**config.mk**
```make
export PLATFORM = sky130hd
export DESIGN_NAME = generic_fifo_rd_stream
export DESIGN_NICKNAME = d
export VERILOG_FILES = /design/src/rtl/generic_fifo_rd_stream.sv
export SDC_FILE = /design/constraint.sdc
export NUM_CORES = 1
export LEC_CHECK = 0
export ABC_AREA = 1
export CAP_MARGIN = 5
export CORE_UTILIZATION = 25
export CTS_CLUSTER_DIAMETER = 120
export DETAILED_ROUTE_END_ITERATION = 10
export PLACE_DENSITY = 0.51
export SLEW_MARGIN = 20
export SYNTH_ARGS = -nofsm -noshare
export SYNTH_HDL_FRONTEND = slang
export SYNTH_SLANG_ARGS = --single-unit
```
**constraint.sdc**
```tcl
create_clock -name clka -period 3.65 [get_ports clka]
set_input_delay 1.095 -clock clka [delete_from_list [all_inputs] [get_ports clka]]
set_output_delay 1.095 -clock clka [all_outputs]
set_load 0.02 [all_outputs]
```
**src/rtl/generic_fifo_rd_stream.sv**
```systemverilog
// Read-side streamer for a dual-clock FIFO. It issues memory reads, tracks
// the reads still in the memory pipeline and holds the returned words in a
// small in-order buffer. A valid/ready stream drains that buffer.
module generic_fifo_rd_stream #(
  parameter int DATA_WIDTH  = 32,
  parameter int MEM_LATENCY = 1
) (
  input  logic                  clka,
  input  logic                  reseta,
  input  logic                  emptya,
  output logic                  rd_op,
  input  logic [DATA_WIDTH-1:0] mem_rd_data,
  input  logic                  flush,
  output logic                  out_valid,
  input  logic                  out_ready,
  output logic [DATA_WIDTH-1:0] out_data,
  output logic [1:0]            out_level
);

  // One buffer slot per cycle of memory latency, plus one slot so that
  // reads can keep streaming while the head word is being consumed.
  localparam int         DEPTH    = MEM_LATENCY + 1;
  localparam logic [1:0] LAST_IDX = 2'(DEPTH - 1);
  localparam logic [1:0] DEPTH_L  = 2'(DEPTH);
  localparam logic [2:0] DEPTH_W  = 3'(DEPTH);

  if (MEM_LATENCY < 1 || MEM_LATENCY > 2) begin : g_bad_latency
    $error("generic_fifo_rd_stream: MEM_LATENCY must be 1 or 2");
  end

  logic [MEM_LATENCY-1:0] valid_pipe;
  logic [MEM_LATENCY-1:0] pipe_next;
  logic [DATA_WIDTH-1:0]  buf_mem [4];
  logic [1:0]             wr_ptr;
  logic [1:0]             rd_ptr;
  logic [1:0]             level;
  logic [1:0]             in_flight;
  logic [2:0]             committed;
  logic                   push;
  logic                   pop;

  // Pointers wrap modulo DEPTH, which is 3 (not a power of two) for latency 2.
  function automatic logic [1:0] next_ptr(input logic [1:0] p);
    return (p == LAST_IDX) ? 2'd0 : p + 2'd1;
  endfunction

  // Count reads that have been issued but whose data has not been buffered.
  always_comb begin
    in_flight = '0;
    for (int i = 0; i < MEM_LATENCY; i++) begin
      in_flight = in_flight + 2'(valid_pipe[i]);
    end
  end

  // Next value of the in-flight shift register: a new read enters stage 0.
  always_comb begin
    pipe_next    = '0;
    pipe_next[0] = rd_op;
    for (int i = 1; i < MEM_LATENCY; i++) begin
      pipe_next[i] = valid_pipe[i-1];
    end
  end

  // Issue a read only when every word already promised (buffered or in
  // flight, less the one leaving now) still leaves a free slot.
  always_comb begin
    out_valid = (level != 2'd0);
    out_data  = out_valid ? buf_mem[rd_ptr] : '0;
    pop       = out_valid && out_ready;
    push      = valid_pipe[MEM_LATENCY-1] && !flush;
    committed = {1'b0, level} + {1'b0, in_flight} - {2'b00, pop};
    rd_op     = !emptya && !flush && !reseta && (committed < DEPTH_W);
  end

  assign out_level = level;

  // Buffer bookkeeping; flush and reset both drop buffered and in-flight data.
  always_ff @(posedge clka or posedge reseta) begin
    if (reseta) begin
      valid_pipe <= '0;
      wr_ptr     <= '0;
      rd_ptr     <= '0;
      level      <= '0;
    end else if (flush) begin
      valid_pipe <= '0;
      wr_ptr     <= '0;
      rd_ptr     <= '0;
      level      <= '0;
    end else begin
      valid_pipe <= pipe_next;
      if (push) begin
        wr_ptr <= next_ptr(wr_ptr);
      end
      if (pop) begin
        rd_ptr <= next_ptr(rd_ptr);
      end
      level <= level + 2'(push) - 2'(pop);
    end
  end

  // Returned memory data lands at the buffer tail; storage needs no reset
  // because the head is masked whenever the buffer is empty.
  always_ff @(posedge clka) begin
    if (push) begin
      buf_mem[wr_ptr] <= mem_rd_data;
    end
  end

  // The read throttle must make a push onto a full buffer impossible.
  overflow_chk : assert property (@(posedge clka) disable iff (reseta)
                                  !(push && (level == DEPTH_L)));

endmodule

```
# After elaboration in Yosys (flattened, before gate mapping)
# Memories as Yosys holds them, arrays and structs flattened.
# Cells that the tools add are included.
totals:
  elab_cells: 36
  output_inout_bits: 36
  in_bits: 37
  rom_bits: 0
  latch_bits: 0
  ramBits: 128
  mem_count: 1
  register_bits: 7
classes:
  shifts: 0
  n_div: 0
  n_mux: 11
  n_lt_le_gt_ge: 1
  eq_ne: 2
  add_sub_neg: 6
  reduce_logical: 11
  multipliers: 0
  n_bitwise: 0
mem_list:
  columns: ["name", "depth", "width", "read_ports", "rd_ports_with_merged_regs", "wr", "line", "text"]
  rows:
  - ["buf_mem", 4, 32, 1, 0, 1, "33", "logic [DATA_WIDTH-1:0] buf_mem [4];"]
op_table:
  columns: ["cell", "count"]
  rows:
  - ["32-bit two-way mux", 1]
  - ["2-bit two-way mux", 7]
  - ["2-bit nonzero test", 3]
  - ["1-bit logical AND", 5]
  - ["2-bit by 1-bit adder with 2-bit output (second input constant)", 2]
  - ["2-bit by 1-bit equality test with 1-bit output (second input constant)", 2]
  - ["2-bit by 1-bit adder with 3-bit output", 1]
  - ["1-bit logical NOT", 3]
  - ["3-bit by 2-bit less-than comparator with 1-bit output (second input constant)", 1]
  - ["1-bit two-way mux", 3]
  - ["3-bit by 1-bit subtractor with 3-bit output", 1]
  - ["2-bit by 1-bit adder with 2-bit output", 1]
  - ["2-bit by 1-bit subtractor with 2-bit output", 1]

# Longest topological paths before layout
depth:
  depth_word: 6
  ltp_mapped: 8
  depth_no_buf: 8

# Worst setup path before layout
# OpenSTA, ideal clock, no wires.
synth_timing:
  path_type: "in2reg"
  startpoint: "in flush"
  endpoint: "mem buf_mem[1][0], enable pin"
  setup_ps: 461
  t_arrival_ps: 3454
  required_ps: 3189
  n_path_buf: 0
  stages: 3
  setup_slack_ps: -266
  cell_sequence: "inv_2 > nand2_1 > nor3_1"
synth_between:
  elab_chain_cells: 4
synth_rtl:
  columns: ["item", "line", "text"]
  rows:
  - ["start: declaration", "13", "input logic flush,"]
  - ["1-bit logical NOT", "70", "push = valid_pipe[MEM_LATENCY-1] && !flush;"]
  - ["1-bit logical AND", "70", null]
  - ["1-bit two-way mux", "104", "if (push) begin"]
  - ["1-bit two-way mux (not written as such)", "105", "buf_mem[wr_ptr] <= mem_rd_data;"]
  - ["end: declaration", "33", null]
# No other way between the ends.

# Worst setup path after layout
layout_timing:
  startpoint: "in out_ready"
  endpoint: "out rd_op"
layout_between:
  elab_chain_cells: 4
layout_rtl:
  columns: ["item", "line", "text"]
  rows:
  - ["start: declaration", "15", "input logic out_ready,"]
  - ["1-bit logical AND", "69", "pop = out_valid && out_ready;"]
  - ["3-bit by 1-bit subtractor with 3-bit output", "71", "committed = {1'b0, level} + {1'b0, in_flight} - {2'b00, pop};"]
  - ["3-bit by 2-bit less-than comparator with 1-bit output", "72", "rd_op = !emptya && !flush && !reseta && (committed < DEPTH_W);"]
  - ["1-bit logical AND", "72", null]
  - ["end: declaration", "11", "output logic rd_op,"]
# No other way between the ends.

==> results.sh <==
export IMPL_n_antenna_cell=0
export IMPL_worst_pin_slew_ns=0.467
export IMPL_relSlewSlack_pct=68.9
export IMPL_clock_sinks=135
export IMPL_yosys_area_top_type_share_pct=65.5
export IMPL_r2r_start="out_level[1]"
export IMPL_grt_overflow=0
export IMPL_crit_family="adder cells"
export IMPL_synth_area_um2=5870
export IMPL_vias_per_cell=3.94
export IMPL_grt_pass1_wl_mm=20.9
export IMPL_dp_cells=940
export IMPL_setup_viol=0
export IMPL_dp_hpwl_mm=7.51
export IMPL_fin_crit_sh_pct=97.5
export IMPL_initial_core_util_pct=25.7
export IMPL_end_kind="output port"
export IMPL_worst_hold_slack_ns=0.581
export IMPL_worst_slack_ns=0.0914
export IMPL_rows=55
export IMPL_ios=73
export IMPL_drt_total_wl_mm=13.2
export IMPL_critPathLaunchType="input port"
export IMPL_vdd_drop_max_v=0.000322
export IMPL_max_stage_delay_ns=0.54
export IMPL_period_minus_slack_ns=3.56
export IMPL_cts_hold_buf=0
export IMPL_path_class="in -> out"
export IMPL_die_h_um=155
export IMPL_p_per_area_nw_per_um2=660
export IMPL_synth_top_area_cell="edfxtp_1"
export IMPL_whs_path_depth=2
export IMPL_rsz0062_at_grt="false"
export IMPL_hold_viol_final=0
export IMPL_numPortBuffers=72
export IMPL_reg2regPathDepth=8
export IMPL_fin_nets=686
export IMPL_path_max_fanout=2
export IMPL_cp_common_cell="nand3_2"
export IMPL_p_leak_nw=3.19
export IMPL_vias=3821
export IMPL_globalplace_congestion=0.703
export IMPL_worst_ep_required_time_ns=2.55
export IMPL_drc_errors=0
export IMPL_track_usage_pct=11.9
export IMPL_cp_num_buf_inv=3
export IMPL_cts_tree="done"
export IMPL_grt_pass1_vias=3696
export IMPL_hold_path_class="reg -> reg"
export IMPL_synthDistinctLibCells=21
export IMPL_yosysSeqAreaShare_pct=68.5
export IMPL_outcome="finished clean"
export IMPL_coreArea_um2=22800
export IMPL_drv_slew=0
export IMPL_synthCells=562
export IMPL_hp_start="wr_ptr[0]"
export IMPL_die_area_um2=24100
export IMPL_critical_path_arrival_ns=2.46
export IMPL_synth_warnings=0
export IMPL_cts_setup_buffers=0
export IMPL_routedWlPerCell_um=13.6
export IMPL_clock_root_buffer="clkbuf_16"
export IMPL_htreeDepth=4
export IMPL_syn_nets=602
export IMPL_fin_util_pct=33.5
export IMPL_drt_iter0_markers=106
export IMPL_postRouteAntennaNets=0
export IMPL_antenna_found_initial=0
export IMPL_timing_rr_end="valid_pipe"
export IMPL_finClkSkew_ns=0.00724
export IMPL_hold_end="wr_ptr[0]"
export IMPL_dr_pass1_iters=5
export IMPL_path_cells="dlygate4sd2_1 > inv_2 > nor2_2 > nand2_1 > nand3_2 > fa_2 > nand3_2 > nor2_1 > buf_4"
export IMPL_clkSlewWorstSetupHoldPaths_ns=0.06
export IMPL_cp_slowest_cell="fa_2"
export IMPL_numCtsBuffers=17
export IMPL_drv_cap=0
export IMPL_ff2ff_setup_slack_ns=1.89
export IMPL_die_width_um=155
export IMPL_post_place_ws_ns=-0.538
export IMPL_synth_seq_cells=135
export IMPL_areaGrowthSynthToFinish_pct=30.6
export IMPL_insertion_delay_ns=0.42
export IMPL_avgSynthCellArea_um2=10.4
export IMPL_drive_gt1_share_pct=9.57
export IMPL_fin_cells=971
export IMPL_fmax_mhz=281
export IMPL_synthTopCellsByArea="edfxtp_1 66%, nand2_1 8.9%, inv_1 8.8%"
export IMPL_grt_max_degree=41
export IMPL_clockBufferDepth=2
cell families after synthesis:
kind of cell | synth area share, %
fa+ha+maj | 0.768
simple gates | 16.0
compound gates | 2.98
buf+inv | 11.6
xor+xnor | 0.149
flops | 68.5
flip-flops by register name, indices dropped and copies added, names as in the netlist:
register / cells
buf_mem: 128
out_level: 2
rd_ptr: 2
valid_pipe: 1
wr_ptr: 2
synthesized netlist by cell type (all sizes together):
library cell  instances
nand4                 1
dfrtp                 7
nand2               139
buf                  19
nor3                  2
o21ai                 1
xor2                  1
nand3                69
nor2                 12
a21oi                34
fa                    1
clkbuf                5
inv                 141
ha                    2
edfxtp              128
timing repair:
item / in CTS / in global routing
pin swaps: 1 / 1
resized for setup: 8 / 2
endpoints found under the setup margin: 1 / 1
cell usage in the layout (no fill, tap or decap), drive strengths merged:
master	n
o21ai	1
fa	1
buf	18
nand4	1
nand2	139
dfrtp	7
nor3	2
xor2	1
edfxtp	128
clkdlybuf4s50	70
clkbuf	18
dlygate4sd2	1
nor2	12
clkinvlp	1
bufinv	4
ha	2
clkinv	8
nand3	69
a21oi	34
inv	141
report_power, final:
group / internal, mW / switching, mW / total (mW)
registers: 1.75 / 0.0441 / 1.79
clock network: 1.13 / 0.629 / 1.76
logic: 0.584 / 0.920 / 1.50
total: 3.47 / 1.59 / 5.06
layout make-up:
type	instances	area, µm²
Clock buffer	18	429
Multi-Input combinational cell	262	1200
Sequential cell	135	4020
Tap cell	313	392
Clock inverter	13	181
Fill cell	2326	15200
Timing Repair Buffer	89	907
Inverter	141	529
how the worst max path moves through the flow:
stage / from / slack [ns] / cells past startpoint / to
2_1_floorplan: flush / -0.27 / 3 / buf_mem[1][0]
3_3_place_gp: out_ready / -0.54 / 8 / rd_op
3_5_place_dp: out_ready / -0.54 / 9 / rd_op
4_1_cts: out_ready / 0.09 / 9 / rd_op
5_1_grt: out_ready / 0.003 / 9 / rd_op
6_report: out_ready / 0.09 / 9 / rd_op
stage by stage:
stage          power [mW]  area (µm²)  TNS [ns]
2_1_floorplan        2.68        5870    -17.00
3_3_place_gp         3.35        7050    -0.536
3_5_place_dp         3.35        7050    -0.538
4_1_cts              5.15        7660         0
5_1_grt              5.33        7660         0
6_report             5.06        7660         0
worst reg2reg max path, cell delays in order (launching register included):
cell	delay, ns
dfrtp_1	0.48
nor2_4	0.16
nor2_2	0.05
nand2_1	0.07
nand3_2	0.09
fa_2	0.54
nand3_2	0.08
buf_4	0.13
nor2_1	0.10
per-layer routing:
layer	vias up	track usage, %	share of wire (%)
met5	-	0	0
met4	0	5.04	1.6
met3	16	2.92	3.3
met2	59	21.0	51
met1	1794	13.9	44
li1	1952	-	-
No activity file was read; power rests on OpenSTA's default activity.
